==> src/rtl/ifetch_prefetch.sv <==
// ----------------------------------------------------------------------------
// ifetch_prefetch
//
// Sequential instruction prefetcher between a CPU instruction bus (Wishbone
// slave side) and instruction memory (Wishbone master side, read-only).
// The block runs ahead of the CPU, fetching consecutive words into a small
// FIFO. Requests whose address matches the head of the stream are answered
// combinationally from the FIFO. Any other address restarts the stream there.
//
// Parameters
//   DEPTH      number of 32-bit FIFO entries (power of two, 2..16)
//
// Ports
//   clk_i      single clock
//   rst_i      synchronous active-high reset
//   flush_i    invalidate the stream and the FIFO
//   s_cyc_i    CPU bus cycle
//   s_stb_i    CPU bus strobe
//   s_adr_i    CPU fetch address (bits [1:0] ignored)
//   s_ack_o    fetch acknowledge (combinational)
//   s_dat_o    instruction word, zero when not acknowledging
//   m_cyc_o    memory bus cycle
//   m_stb_o    memory bus strobe
//   m_adr_o    memory word address
//   m_sel_o    byte selects, always all four
//   m_we_o     write enable, always low
//   m_ack_i    memory acknowledge
//   m_dat_i    memory read data
// ----------------------------------------------------------------------------
module ifetch_prefetch #(
    parameter int DEPTH = 4
) (
    input  logic        clk_i,
    input  logic        rst_i,
    input  logic        flush_i,
    input  logic        s_cyc_i,
    input  logic        s_stb_i,
    input  logic [31:0] s_adr_i,
    output logic        s_ack_o,
    output logic [31:0] s_dat_o,
    output logic        m_cyc_o,
    output logic        m_stb_o,
    output logic [31:0] m_adr_o,
    output logic [3:0]  m_sel_o,
    output logic        m_we_o,
    input  logic        m_ack_i,
    input  logic [31:0] m_dat_i
);

    localparam int PW = $clog2(DEPTH);
    localparam int CW = $clog2(DEPTH) + 1;
    localparam logic [CW-1:0] FULL = CW'(DEPTH);

    logic          r_valid;
    logic          r_busy;
    logic          r_discard;
    logic [CW-1:0] r_count;
    logic [31:0]   r_headAddr;
    logic [31:0]   r_fetchAddr;
    logic [PW-1:0] r_rdPtr;
    logic [PW-1:0] r_wrPtr;
    logic [31:0]   r_mem [DEPTH];
    logic          r_mCyc;
    logic          r_mStb;
    logic [31:0]   r_mAdr;

    logic [31:0]   w_reqAddr;
    logic          w_req;
    logic          w_hit;
    logic          w_miss;
    logic          w_ack;
    logic          w_memAck;
    logic          w_push;
    logic          w_pop;
    logic          w_issue;
    logic          w_unused;

    // Request decode. The byte offset of the CPU address is dropped so all
    // comparisons and restarts work on word addresses. A hit only produces an
    // acknowledge when data is actually waiting, and a flush always wins.
    // A memory acknowledge only counts while a cycle is in flight; the data
    // is kept only when it still belongs to the current stream (no pending
    // discard, no flush or restart this very cycle). New memory requests are
    // held back during a flush or restart so a stale address is never issued.
    always_comb begin
        w_reqAddr = {s_adr_i[31:2], 2'b00};
        w_req     = s_cyc_i & s_stb_i;
        w_hit     = w_req & r_valid & (w_reqAddr == r_headAddr);
        w_miss    = w_req & ~w_hit;
        w_ack     = w_hit & (r_count != '0) & ~flush_i;
        w_memAck  = r_busy & m_ack_i;
        w_push    = w_memAck & ~r_discard & ~flush_i & ~w_miss;
        w_pop     = w_ack;
        w_issue   = r_valid & ~r_busy & (r_count < FULL) & ~flush_i & ~w_miss;
        w_unused  = &{1'b0, s_adr_i[1:0]};
    end

    assign s_ack_o = w_ack;
    assign s_dat_o = w_ack ? r_mem[r_rdPtr] : 32'h0;
    assign m_cyc_o = r_mCyc;
    assign m_stb_o = r_mStb;
    assign m_adr_o = r_mAdr;
    assign m_sel_o = 4'hf;
    assign m_we_o  = 1'b0;

    // Memory-side handshake. One request is outstanding at a time; the
    // strobe drops for a cycle after each acknowledge, which gives one word
    // every two cycles against zero-wait memory. Address and strobe stay
    // frozen while waiting for the acknowledge.
    always_ff @(posedge clk_i) begin
        if (rst_i) begin
            r_busy <= 1'b0;
            r_mCyc <= 1'b0;
            r_mStb <= 1'b0;
            r_mAdr <= 32'h0;
        end else if (w_memAck) begin
            r_busy <= 1'b0;
            r_mCyc <= 1'b0;
            r_mStb <= 1'b0;
        end else if (w_issue) begin
            r_busy <= 1'b1;
            r_mCyc <= 1'b1;
            r_mStb <= 1'b1;
            r_mAdr <= r_fetchAddr;
        end
    end

    // Stream and FIFO bookkeeping. Flush beats restart, restart beats normal
    // push/pop. On flush or restart a memory cycle that is still waiting for
    // its acknowledge gets marked for discard, so its data never lands in the
    // new stream; if the acknowledge arrives in that same cycle the word is
    // simply not pushed and nothing needs to be remembered. Address arithmetic
    // wraps naturally at 32 bits.
    always_ff @(posedge clk_i) begin
        if (rst_i) begin
            r_valid     <= 1'b0;
            r_discard   <= 1'b0;
            r_count     <= '0;
            r_headAddr  <= 32'h0;
            r_fetchAddr <= 32'h0;
            r_rdPtr     <= '0;
            r_wrPtr     <= '0;
        end else if (flush_i) begin
            r_valid   <= 1'b0;
            r_count   <= '0;
            r_rdPtr   <= '0;
            r_wrPtr   <= '0;
            r_discard <= r_busy & ~m_ack_i;
        end else if (w_miss) begin
            r_valid     <= 1'b1;
            r_count     <= '0;
            r_rdPtr     <= '0;
            r_wrPtr     <= '0;
            r_headAddr  <= w_reqAddr;
            r_fetchAddr <= w_reqAddr;
            r_discard   <= r_busy & ~m_ack_i;
        end else begin
            if (w_memAck) begin
                r_discard <= 1'b0;
            end
            if (w_push) begin
                r_wrPtr     <= r_wrPtr + PW'(1);
                r_fetchAddr <= r_fetchAddr + 32'd4;
            end
            if (w_pop) begin
                r_rdPtr    <= r_rdPtr + PW'(1);
                r_headAddr <= r_headAddr + 32'd4;
            end
            r_count <= r_count + CW'(w_push) - CW'(w_pop);
        end
    end

    // FIFO storage. Contents are only ever read behind a non-zero count, so
    // the array carries no reset.
    always_ff @(posedge clk_i) begin
        if (w_push) begin
            r_mem[r_wrPtr] <= m_dat_i;
        end
    end

endmodule

==> config.mk <==
export PLATFORM = sky130hd
export DESIGN_NAME = ifetch_prefetch
export DESIGN_NICKNAME = d
export VERILOG_FILES = /design/src/rtl/ifetch_prefetch.sv
export SDC_FILE = /design/constraint.sdc
export NUM_CORES = 1
export LEC_CHECK = 0
export CAP_MARGIN = 20
export CORE_UTILIZATION = 55
export CTS_CLUSTER_SIZE = 20
export DETAILED_ROUTE_END_ITERATION = 12
export GPL_TIMING_DRIVEN = 0
export HOLD_SLACK_MARGIN = 0.05
export PLACE_DENSITY = 0.84
export SKIP_LAST_GASP = 1
export SLEW_MARGIN = 15
export SYNTH_ARGS = -nofsm -noshare
export SYNTH_HDL_FRONTEND = slang
export SYNTH_SLANG_ARGS = --single-unit
==> constraint.sdc <==
create_clock -name clk_i -period 3.8 [get_ports clk_i]
set_input_delay 0.95 -clock clk_i [delete_from_list [all_inputs] [get_ports clk_i]]
set_output_delay 0.95 -clock clk_i [all_outputs]
set_load 0.01 [all_outputs]
==> results of run 1 <==
[logic make-up (layout without fill, tap and decap cells)]
group                    Yosys count  after routing  synth area share
buffers and inverters            110            303            0.0506
other                              2              7          0.000698
AND/OR/NAND/NOR                  320            321             0.154
flip-flops                       230            230             0.547
multiplexers                      32             32            0.0670
XOR/XNOR                          34             34            0.0277
adder cells (fa/ha/maj)            9              9            0.0112
AO/OA/AOI/OAI                    221            221             0.142
[state kept, by name, indices dropped and copies added, names as in the netlist, named ones only]
register / flops
r_headAddr: 30
m_stb_o: 1
r_fetchAddr: 30
r_discard: 1
r_valid: 1
r_wrPtr: 2
r_mem: 128
r_rdPtr: 2
r_count: 3
m_adr_o: 30
[metal layers]
| layer | routed length [um] | global-route usage | up-vias |
|---|---|---|---|
| li1 | - | - | 3902 |
| met1 | 11800 | 0.385 | 4175 |
| met2 | 15500 | 0.532 | 549 |
| met3 | 2860 | 0.0597 | 121 |
| met4 | 1910 | 0.190 | 0 |
| met5 | 0 | 0 | - |
[repair_timing]
action / 4_1_cts / 5_1_grt
buffers inserted: 7 / 2
resized for setup: 165 / 86
endpoints found under the setup margin: 35 / 34
cloned: 4 / 0
pin swaps: 11 / 17
[power by group]
part	leakage (nW)	switching (mW)	internal (mW)	total, mW
registers	1.97	0.0197	2.64	2.66
logic	2.18	0.197	0.130	0.327
clock network	0.413	1.02	1.48	2.50
[Yosys cell counts (21+ instances only)]
| library cell | number | area, um^2 |
|---|---|---|
| nor2b_1 | 33 | 206 |
| clkbuf_1 | 25 | 93.8 |
| nand2_1 | 108 | 405 |
| xnor2_1 | 23 | 201 |
| a21oi_1 | 113 | 566 |
| mux4_2 | 32 | 721 |
| inv_1 | 39 | 146 |
| edfxtp_1 | 128 | 3840 |
| nor2_1 | 37 | 139 |
| buf_4 | 21 | 158 |
| dfxtp_1 | 102 | 2040 |
| nor3_1 | 41 | 205 |
[cell usage in the layout (no fill, tap or decap), drive strengths merged, types with 5 or more instances in the layout]
| cell type | count |
|---|---|
| nand2b | 6 |
| and2 | 6 |
| xnor2 | 23 |
| nor3 | 42 |
| nor2 | 37 |
| conb | 7 |
| o31a | 5 |
| ha | 8 |
| clkbuf | 80 |
| mux4 | 32 |
| clkdlybuf4s50 | 68 |
| buf | 79 |
| and3 | 13 |
| a211oi | 12 |
| dlygate4sd2 | 13 |
| or3 | 10 |
| nand3 | 20 |
| nor4 | 8 |
| xor2 | 11 |
| dfxtp | 102 |
| clkdlybuf4s15 | 10 |
| o21a | 5 |
| o32ai | 28 |
| clkinv | 7 |
| o21ai | 29 |
| inv | 41 |
| nand4 | 21 |
| a31oi | 5 |
| nor2b | 33 |
| nand2 | 108 |
| a21oi | 113 |
| edfxtp | 128 |
[worst max-delay path, delay by kind of cell]
family | cells | cell delay, ns
simple gates | 5 | 0.73
buf+inv | 5 | 1.16
[metrics by stage]
step / power, mW / cells
floorplan: 2.85 / 963
global placement: 3.01 / 1354
detailed placement: 3.02 / 1358
CTS: 5.47 / 1415
global route: 5.61 / 1417
finish: 5.49 / 1417
[worst max path at each step]
| stage | startpoint | end | slack (ns) | cells after the start |
|---|---|---|---|---|
| 6_report | s_stb_i | s_dat_o[19] | 0.004 | 10 |
| 5_1_grt | s_cyc_i | s_dat_o[19] | -0.02 | 10 |
| 4_1_cts | s_adr_i[31] | s_dat_o[19] | 0.002 | 10 |
| 3_5_place_dp | s_adr_i[26] | s_dat_o[12] | -1.13 | 8 |
| 3_3_place_gp | s_adr_i[26] | r_mem[1][15]$_DFFE_PP_ | -1.20 | 9 |
| 2_1_floorplan | s_adr_i[7] | r_count[2]$_SDFF_PP0_ | 0.33 | 15 |
[final cells by class]
type                       instances  area [um^2]
multi-input combinational        624         4580
fill                            1290         5400
clock buffer                      33          686
inverter                          39          146
clock inverter                    13          158
sequential                       230         5890
buffer                            71          462
timing repair buffer             147         1310
tap                              260          325
==> results.sh, run 1 <==
export IMPL_slowest_delay_ns=0.57
export IMPL_dpl_cell_area_mm2=0.0125
export IMPL_cts_buffers=25
export IMPL_initial_core_util=0.568
export IMPL_fin_setup_tns_ns=0
export IMPL_outcome="finished clean"
export IMPL_leakage_nw=4.57
export IMPL_grt_max_degree=27
export IMPL_chipHeight_um=142
export IMPL_worst_pin_slew_ns=0.785
export IMPL_max_freq_ghz=0.263
export IMPL_core_area_mm2=0.0190
export IMPL_power_density_mw_per_mm2=405
export IMPL_n_antenna_cell=0
export IMPL_dpl_worst_slack_ns=-1.13
export IMPL_r2r_cells=17
export IMPL_tritoncts="done"
export IMPL_hold_end="m_adr_o[31]$_SDFFE_PP0P_"
export IMPL_antenna_found_initial=0
export IMPL_hold_violations=0
export IMPL_grt_usage=0.318
export IMPL_timing_hold_ws_ns=0.452
export IMPL_layout_nets=1217
export IMPL_drcViolationCount=0
export IMPL_clockRootBuffer="clkbuf_16"
export IMPL_drive_gt1_frac=0.223
export IMPL_async_flop_share=0
export IMPL_holdCritPathClass="reg -> reg"
export IMPL_fp_dieW_um=142
export IMPL_worstPathArrival_ns=2.85
export IMPL_cp_max_fo=8
export IMPL_cap_violations=0
export IMPL_grt_pass1_vias=8872
export IMPL_overflow=0
export IMPL_hp_start="m_adr_o[31]$_SDFFE_PP0P_"
export IMPL_dieArea_mm2=0.0201
export IMPL_ys_ff_latch=230
export IMPL_crit_path_top_delay_cell="clkdlybuf4s50_1"
export IMPL_path_class="in -> out"
export IMPL_ys_seq_area_frac=0.547
export IMPL_wl_per_cell_um=22.6
export IMPL_synth_area_per_cell_um2=11.2
export IMPL_start_kind="primary input"
export IMPL_synth_main_ff_cell="edfxtp_1"
export IMPL_vias=8747
export IMPL_postCtsHoldBufs=0
export IMPL_min_period_ns=3.80
export IMPL_placementRows=50
export IMPL_layout_area_overhead_vs_synth_pct=26.0
export IMPL_slew_viol_final=0
export IMPL_h_tree_depth=1
export IMPL_clk_pin_slew_ns=0.06
export IMPL_peakVddDrop_mv=0.412
export IMPL_fin_skew_ns=0.0101
export IMPL_synthDistinctLibCells=65
export IMPL_fin_area_mm2=0.0136
export IMPL_required_ns=2.85
export IMPL_numPortBuffers=131
export IMPL_syn_inst=958
export IMPL_setup_violations=0
export IMPL_cts_sinks=230
export IMPL_synth_area_mm2=0.0108
export IMPL_gp_congestion=0.970
export IMPL_routed_via_density=6.17
export IMPL_utilization=0.715
export IMPL_dp_hpwl_um=20900
export IMPL_slew_headroom=0.472
export IMPL_cp_cell_sequence="clkdlybuf4s50_1 -> nand2_4 -> nor4_4 -> and3_4 -> nand4_4 -> buf_12 -> clkbuf_16 -> buf_4 -> nor2b_4 -> buf_6"
export IMPL_final_setup_worst_slack_ns=0.00402
export IMPL_num_io_pins=142
export IMPL_finalCritPeriodShare=0.999
export IMPL_drtIter0Drc=847
export IMPL_min_path_cells=2
export IMPL_clk_latency_ns=0.54
export IMPL_worstReg2RegEnd="r_count[2]$_SDFF_PP0_"
export IMPL_ant_nets=0
export IMPL_worst_setup_path_end_kind="output port"
export IMPL_r2r_start="r_headAddr[26]$_SDFFE_PP0P_"
export IMPL_r2r_setup_slack_ns=0.22
export IMPL_ys_warn_count=0
export IMPL_synth_edf_count=128
export IMPL_grt_pass1_wl_um=48300
export IMPL_grt_setup_unrepaired="true"
export IMPL_clock_path_buffers=3
export IMPL_dr_pass1_iters=5
export IMPL_wl_um=32000
(Power assumes the default switching activity.)
==> run 2: changes to the inputs <==
--- a/config.mk
+++ b/config.mk
@@ -6,6 +6,7 @@
 export NUM_CORES = 1
 export LEC_CHECK = 0
 export CAP_MARGIN = 20
+export CORE_MARGIN = 4
 export CORE_UTILIZATION = 55
 export CTS_CLUSTER_SIZE = 20
 export DETAILED_ROUTE_END_ITERATION = 12
==> run 2 against run 1 <==
Routed wire length is 3.3% lower. Worst hold slack worse by 0.0013 ns. Sequential cell count stayed put. The run now ends with setup timing left. Critical path type unchanged. Design area hardly changed.
==> results.sh, run 2 (synthesized netlist as in run 1, its figures left out) <==
export IMPL_numPortBuffers=131
export IMPL_grt_pass1_wl_um=47000
export IMPL_routed_via_density=6.15
export IMPL_drtIter0Drc=931
export IMPL_fin_setup_tns_ns=-0.0108
export IMPL_fin_skew_ns=0.0102
export IMPL_gp_congestion=0.984
export IMPL_grt_setup_unrepaired="true"
export IMPL_fp_dieW_um=148
export IMPL_setup_violations=1
export IMPL_max_freq_ghz=0.262
export IMPL_fin_area_mm2=0.0135
export IMPL_holdCritPathClass="reg -> reg"
export IMPL_num_io_pins=142
export IMPL_dp_hpwl_um=20400
export IMPL_slew_headroom=0.475
export IMPL_grt_usage=0.274
export IMPL_final_common_cell="edfxtp_1"
export IMPL_layout_area_overhead_vs_synth_pct=25.9
export IMPL_final_setup_worst_slack_ns=-0.0108
export IMPL_hold_violations=0
export IMPL_cap_violations=0
export IMPL_power_density_mw_per_mm2=398
export IMPL_min_period_ns=3.81
export IMPL_failed_checks="setup timing"
export IMPL_postCtsHoldBufs=0
export IMPL_tritoncts="done"
export IMPL_path_class="in -> out"
export IMPL_slew_viol_final=0
export IMPL_initial_core_util=0.568
export IMPL_required_ns=2.85
export IMPL_ant_nets=0
export IMPL_drcViolationCount=0
export IMPL_clk_pin_slew_ns=0.06
export IMPL_largest_register_ff_count=128
export IMPL_antenna_found_initial=1
export IMPL_h_tree_depth=1
export IMPL_dpl_cell_area_mm2=0.0125
export IMPL_worstPathArrival_ns=2.86
export IMPL_worst_pin_slew_ns=0.787
export IMPL_chipHeight_um=148
export IMPL_clockRootBuffer="clkbuf_16"
export IMPL_wl_um=31000
export IMPL_finalCritPeriodShare=1.00
export IMPL_cts_sinks=230
export IMPL_cp_max_fo=5
export IMPL_grt_max_degree=32
export IMPL_start_kind="primary input"
export IMPL_dieArea_mm2=0.0219
export IMPL_placementRows=50
export IMPL_vias=8748
export IMPL_peakVddDrop_mv=0.408
export IMPL_grt_pass1_vias=8547
export IMPL_clk_latency_ns=0.54
export IMPL_outcome="complete, but fails checks"
export IMPL_cts_buffers=25
export IMPL_final_cell_mix="edfxtp_1 (128), a21oi_1 (113), nand2_1 (107), dfxtp_1 (102), clkdlybuf4s50_1 (66)"
export IMPL_layout_nets=1222
export IMPL_dpl_worst_slack_ns=-1.09
export IMPL_worst_setup_path_end_kind="output port"
export IMPL_drive_gt1_frac=0.237
export IMPL_dr_pass1_iters=6
export IMPL_clock_path_buffers=3
export IMPL_utilization=0.715
export IMPL_wl_per_cell_um=21.8
export IMPL_leakage_nw=4.60
export IMPL_overflow=0
export IMPL_regMostFlops="r_mem"
export IMPL_core_area_mm2=0.0190
-- run 2: cell types whose count changed in the layout (fill, tap and decap cells not counted), moves of 3 or more --
cell / delta
clkbuf_2: -11
dlygate4sd2_1: -9
buf_6: +5
buf_4: +4
clkinv_2: +3
nor2b_4: +3
clkbuf_1: -3
buf_2: +21
-- run 2: power by group --
group	total [mW]	leakage [nW]	internal, mW	switching [mW]
Sequential	2.66	1.97	2.64	0.0199
Combinational	0.318	2.22	0.127	0.191
Clock	2.42	0.409	1.39	1.03
Total	5.39	4.60	4.15	1.24
-- run 2: worst paths after layout --
path	from	endpoint	slack [ns]	depth (start not counted)
min	m_adr_o[31]$_SDFFE_PP0P_	m_adr_o[31]$_SDFFE_PP0P_	0.45	2
max reg2reg	r_headAddr[26]$_SDFFE_PP0P_	r_count[2]$_SDFF_PP0_	0.18	17
max	s_adr_i[23]	s_dat_o[6]	-0.01	10
min reg2reg	m_adr_o[31]$_SDFFE_PP0P_	m_adr_o[31]$_SDFFE_PP0P_	0.45	2
-- run 2: cell type report --
| class | count | area (um^2) |
|---|---|---|
| sequential | 230 | 5890 |
| buffer | 71 | 457 |
| antenna | 1 | 2.50 |
| clock inverter | 14 | 121 |
| inverter | 39 | 146 |
| multi-input combinational | 624 | 4580 |
| timing repair buffer | 152 | 1330 |
| fill | 1309 | 5410 |
| clock buffer | 32 | 702 |
| tap | 260 | 325 |
-- run 2: metrics by stage --
| step | std cells | hold slack (ns) | power [mW] |
|---|---|---|---|
| after CTS | 1420 | 0.453 | 5.38 |
| after global routing | 1423 | 0.470 | 5.54 |
| after detailed placement | 1358 | 0.445 | 3.01 |
| after global placement | 1354 | 0.443 | 3.01 |
| after floorplan | 963 | 0.440 | 2.85 |
| final | 1423 | 0.451 | 5.39 |
-- run 2: worst max-delay path, cell delays in order --
cell and delay (ns):
buf_2 0.15, xnor2_1 0.17, nand4_1 0.17, nor4_4 0.43, nand4_4 0.25, buf_6 0.19
buf_6 0.11, clkbuf_8 0.15, nor2b_2 0.14, buf_2 0.14
-- run 2: repair_timing --
item,4_1_cts,5_1_grt
resized for setup,240,60
gates cloned,3,0
setup buffers,13,2
pin swaps,21,22
endpoints found under the setup margin,35,34
-- run 2: routing by layer --
layer	global-route usage	vias up	share of wire
li1	-	3914	-
met1	0.340	4187	0.37
met2	0.451	515	0.48
met3	0.0641	132	0.098
met4	0.139	0	0.060
met5	0	-	0
==> run 3: changes to the inputs <==
--- a/config.mk
+++ b/config.mk
@@ -8,6 +8,7 @@
 export CAP_MARGIN = 20
 export CORE_MARGIN = 4
 export CORE_UTILIZATION = 55
+export CTS_BUF_LIST = sky130_fd_sc_hd__clkbuf_2
 export CTS_CLUSTER_SIZE = 20
 export DETAILED_ROUTE_END_ITERATION = 12
 export GPL_TIMING_DRIVEN = 0
==> run 3 against run 2 <==
The flow still finishes with violations (setup timing). Sequential power hardly changed. Routed wire length is 1.4% lower. Die area stayed put. Critical path type unchanged. Total power is 13% lower. Worst hold slack worse by 0.041 ns.
==> results.sh, run 3 (synthesized netlist as in run 1, its figures left out) <==
export IMPL_drcViolationCount=0
export IMPL_seqCellArea_mm2=0.00592
export IMPL_dp_hpwl_um=20400
export IMPL_utilization=0.714
export IMPL_finalCritPeriodShare=1.02
export IMPL_largest_register_ff_count=128
export IMPL_grt_pass1_wl_um=46100
export IMPL_clock_path_buffers=3
export IMPL_initial_core_util=0.568
export IMPL_failed_checks="setup timing"
export IMPL_outcome="complete, but fails checks"
export IMPL_crit_path_end="s_dat_o[21]"
export IMPL_wl_per_cell_um=20.6
export IMPL_drive_gt1_frac=0.262
export IMPL_chipHeight_um=148
export IMPL_h_tree_depth=2
export IMPL_gp_congestion=0.984
export IMPL_cp_max_fo=5
export IMPL_multi_input_area_mm2=0.00462
export IMPL_setup_violations=12
export IMPL_vias=8962
export IMPL_max_freq_ghz=0.257
export IMPL_cts_sinks=230
export IMPL_fp_dieW_um=148
export IMPL_crit_start="s_adr_i[23]"
export IMPL_fin_setup_tns_ns=-0.339
export IMPL_grt_max_degree=32
export IMPL_fin_total_pwr_mw=4.67
export IMPL_core_area_mm2=0.0190
export IMPL_hold_violations=0
export IMPL_numPortBuffers=131
export IMPL_fin_skew_ns=0.141
export IMPL_tritoncts="done"
export IMPL_leakage_nw=4.69
export IMPL_start_kind="primary input"
export IMPL_cpMostUsedCell="buf_6"
export IMPL_r2r_setup_slack_ns=0.22
export IMPL_power_density_mw_per_mm2=345
export IMPL_ant_nets=0
export IMPL_r2r_cells=17
export IMPL_p_clk_frac=0.364
export IMPL_dieArea_mm2=0.0219
export IMPL_slew_headroom=0.484
export IMPL_holdCritPathClass="reg -> reg"
export IMPL_drtIter0Drc=983
export IMPL_layout_area_overhead_vs_synth_pct=25.8
export IMPL_worstReg2RegEnd="r_count[2]$_SDFF_PP0_"
export IMPL_crit_path_top_delay_cell="nor4_4"
export IMPL_num_io_pins=142
export IMPL_required_ns=2.85
export IMPL_final_setup_worst_slack_ns=-0.0853
export IMPL_clk_pin_slew_ns=0.13
export IMPL_postCtsHoldBufs=0
export IMPL_grt_pass1_vias=8683
export IMPL_peakVddDrop_mv=0.312
export IMPL_final_common_cell="edfxtp_1"
export IMPL_worst_setup_path_end_kind="output port"
export IMPL_wl_um=30600
export IMPL_routed_via_density=6.05
export IMPL_timing_hold_ws_ns=0.410
export IMPL_power_switching_mw=1.25
export IMPL_cts_buffers=56
export IMPL_switching_share=0.269
export IMPL_antenna_found_initial=1
export IMPL_hp_start="r_fetchAddr[29]$_SDFFE_PP0P_"
export IMPL_slowest_delay_ns=0.39
export IMPL_overflow=0
export IMPL_dr_pass1_iters=6
export IMPL_pwr_share_comb=0.068
export IMPL_clockRootBuffer="clkbuf_2"
export IMPL_worst_pin_slew_ns=0.773
export IMPL_clk_latency_ns=0.93
export IMPL_layout_nets=1254
export IMPL_cp_cell_sequence="dlygate4sd2_1 -> xnor2_1 -> nand4_1 -> nor4_4 -> nand4_4 -> buf_8 -> buf_6 -> buf_6 -> nor2b_4 -> buf_6"
export IMPL_p_int_mw=3.42
export IMPL_num_fill_cells=1328
export IMPL_grt_setup_unrepaired="true"
export IMPL_cap_violations=0
export IMPL_grt_usage=0.267
export IMPL_numPlacedInstances=1358
export IMPL_slew_viol_final=0
export IMPL_r2r_start="r_headAddr[21]$_SDFFE_PP0P_"
export IMPL_final_cell_mix="edfxtp_1 (128), a21oi_1 (113), nand2_1 (108), dfxtp_1 (83), clkbuf_2 (82)"
export IMPL_p_seq_frac=0.567
export IMPL_min_path_cells=2
export IMPL_path_class="in -> out"
export IMPL_finalNonFillerCells=1481
export IMPL_min_period_ns=3.89
export IMPL_placementRows=50
export IMPL_regMostFlops="r_mem"
export IMPL_worstPathArrival_ns=2.94
## run 3: cell count changes in the layout (fill, tap and decap cells not counted), sizes merged, moves of 4 or more
cell           previous run  this run
clkdlybuf4s50            66        70
dlygate4sd2               4        23
clkdlybuf4s15            10         4
clkbuf                   66       106
buf                     107       102
clkinv                    8        19
## run 3: metal layers
| layer | vias to the layer above | part of all wire | GRT usage |
|---|---|---|---|
| li1 | 4020 | - | - |
| met1 | 4304 | 0.37 | 0.331 |
| met2 | 543 | 0.48 | 0.440 |
| met3 | 95 | 0.10 | 0.0610 |
| met4 | 0 | 0.046 | 0.141 |
| met5 | - | 0 | 0 |
## run 3: worst max-delay path: cells and delay by family
kind,cells,cell delay [ns]
buffers and inverters,5,0.92
AND/OR/NAND/NOR,4,0.90
XOR/XNOR,1,0.16
## run 3: worst min path at each step
stage                          endpoint
6_report       m_adr_o[29]$_SDFFE_PP0P_
5_1_grt        m_adr_o[29]$_SDFFE_PP0P_
4_1_cts        m_adr_o[29]$_SDFFE_PP0P_
3_5_place_dp   m_adr_o[31]$_SDFFE_PP0P_
3_3_place_gp    m_adr_o[5]$_SDFFE_PP0P_
2_1_floorplan  m_adr_o[18]$_SDFFE_PP0P_
## run 3: area by class of cell
type	instances	share of cell area
clock inverter	22	0.00906
multi-input combinational	624	0.341
antenna	1	0.000185
tap	260	0.0240
buffer	69	0.0336
timing repair buffer	155	0.114
sequential	230	0.437
clock buffer	81	0.0299
inverter	39	0.0110
## run 3: stage by stage
stage               worst slack, ns  cell area (um^2)
floorplan                     0.332             10800
global placement              -1.15             12400
detailed placement            -1.09             12500
CTS                         -0.0495             13200
global route                 -0.158             13500
finish                      -0.0853             13500
## run 3: power by group through the flow
| stage | logic [mW] | clock network, mW | registers, mW |
|---|---|---|---|
| 5_1_grt | 0.333 | 1.88 | 2.65 |
| 3_5_place_dp | 0.308 | 0 | 2.71 |
| 4_1_cts | 0.308 | 1.72 | 2.65 |
| 6_report | 0.319 | 1.70 | 2.65 |
| 2_1_floorplan | 0.151 | 0 | 2.70 |
| 3_3_place_gp | 0.303 | 0 | 2.71 |
## run 3: timing repair
action / 4_1_cts / 5_1_grt
hold endpoints to repair: 0 / 0
setup buffers: 15 / 3
pin swaps: 13 / 4
gates cloned: 2 / 1
gates resized for setup: 249 / 64
setup endpoints to repair: 33 / 33
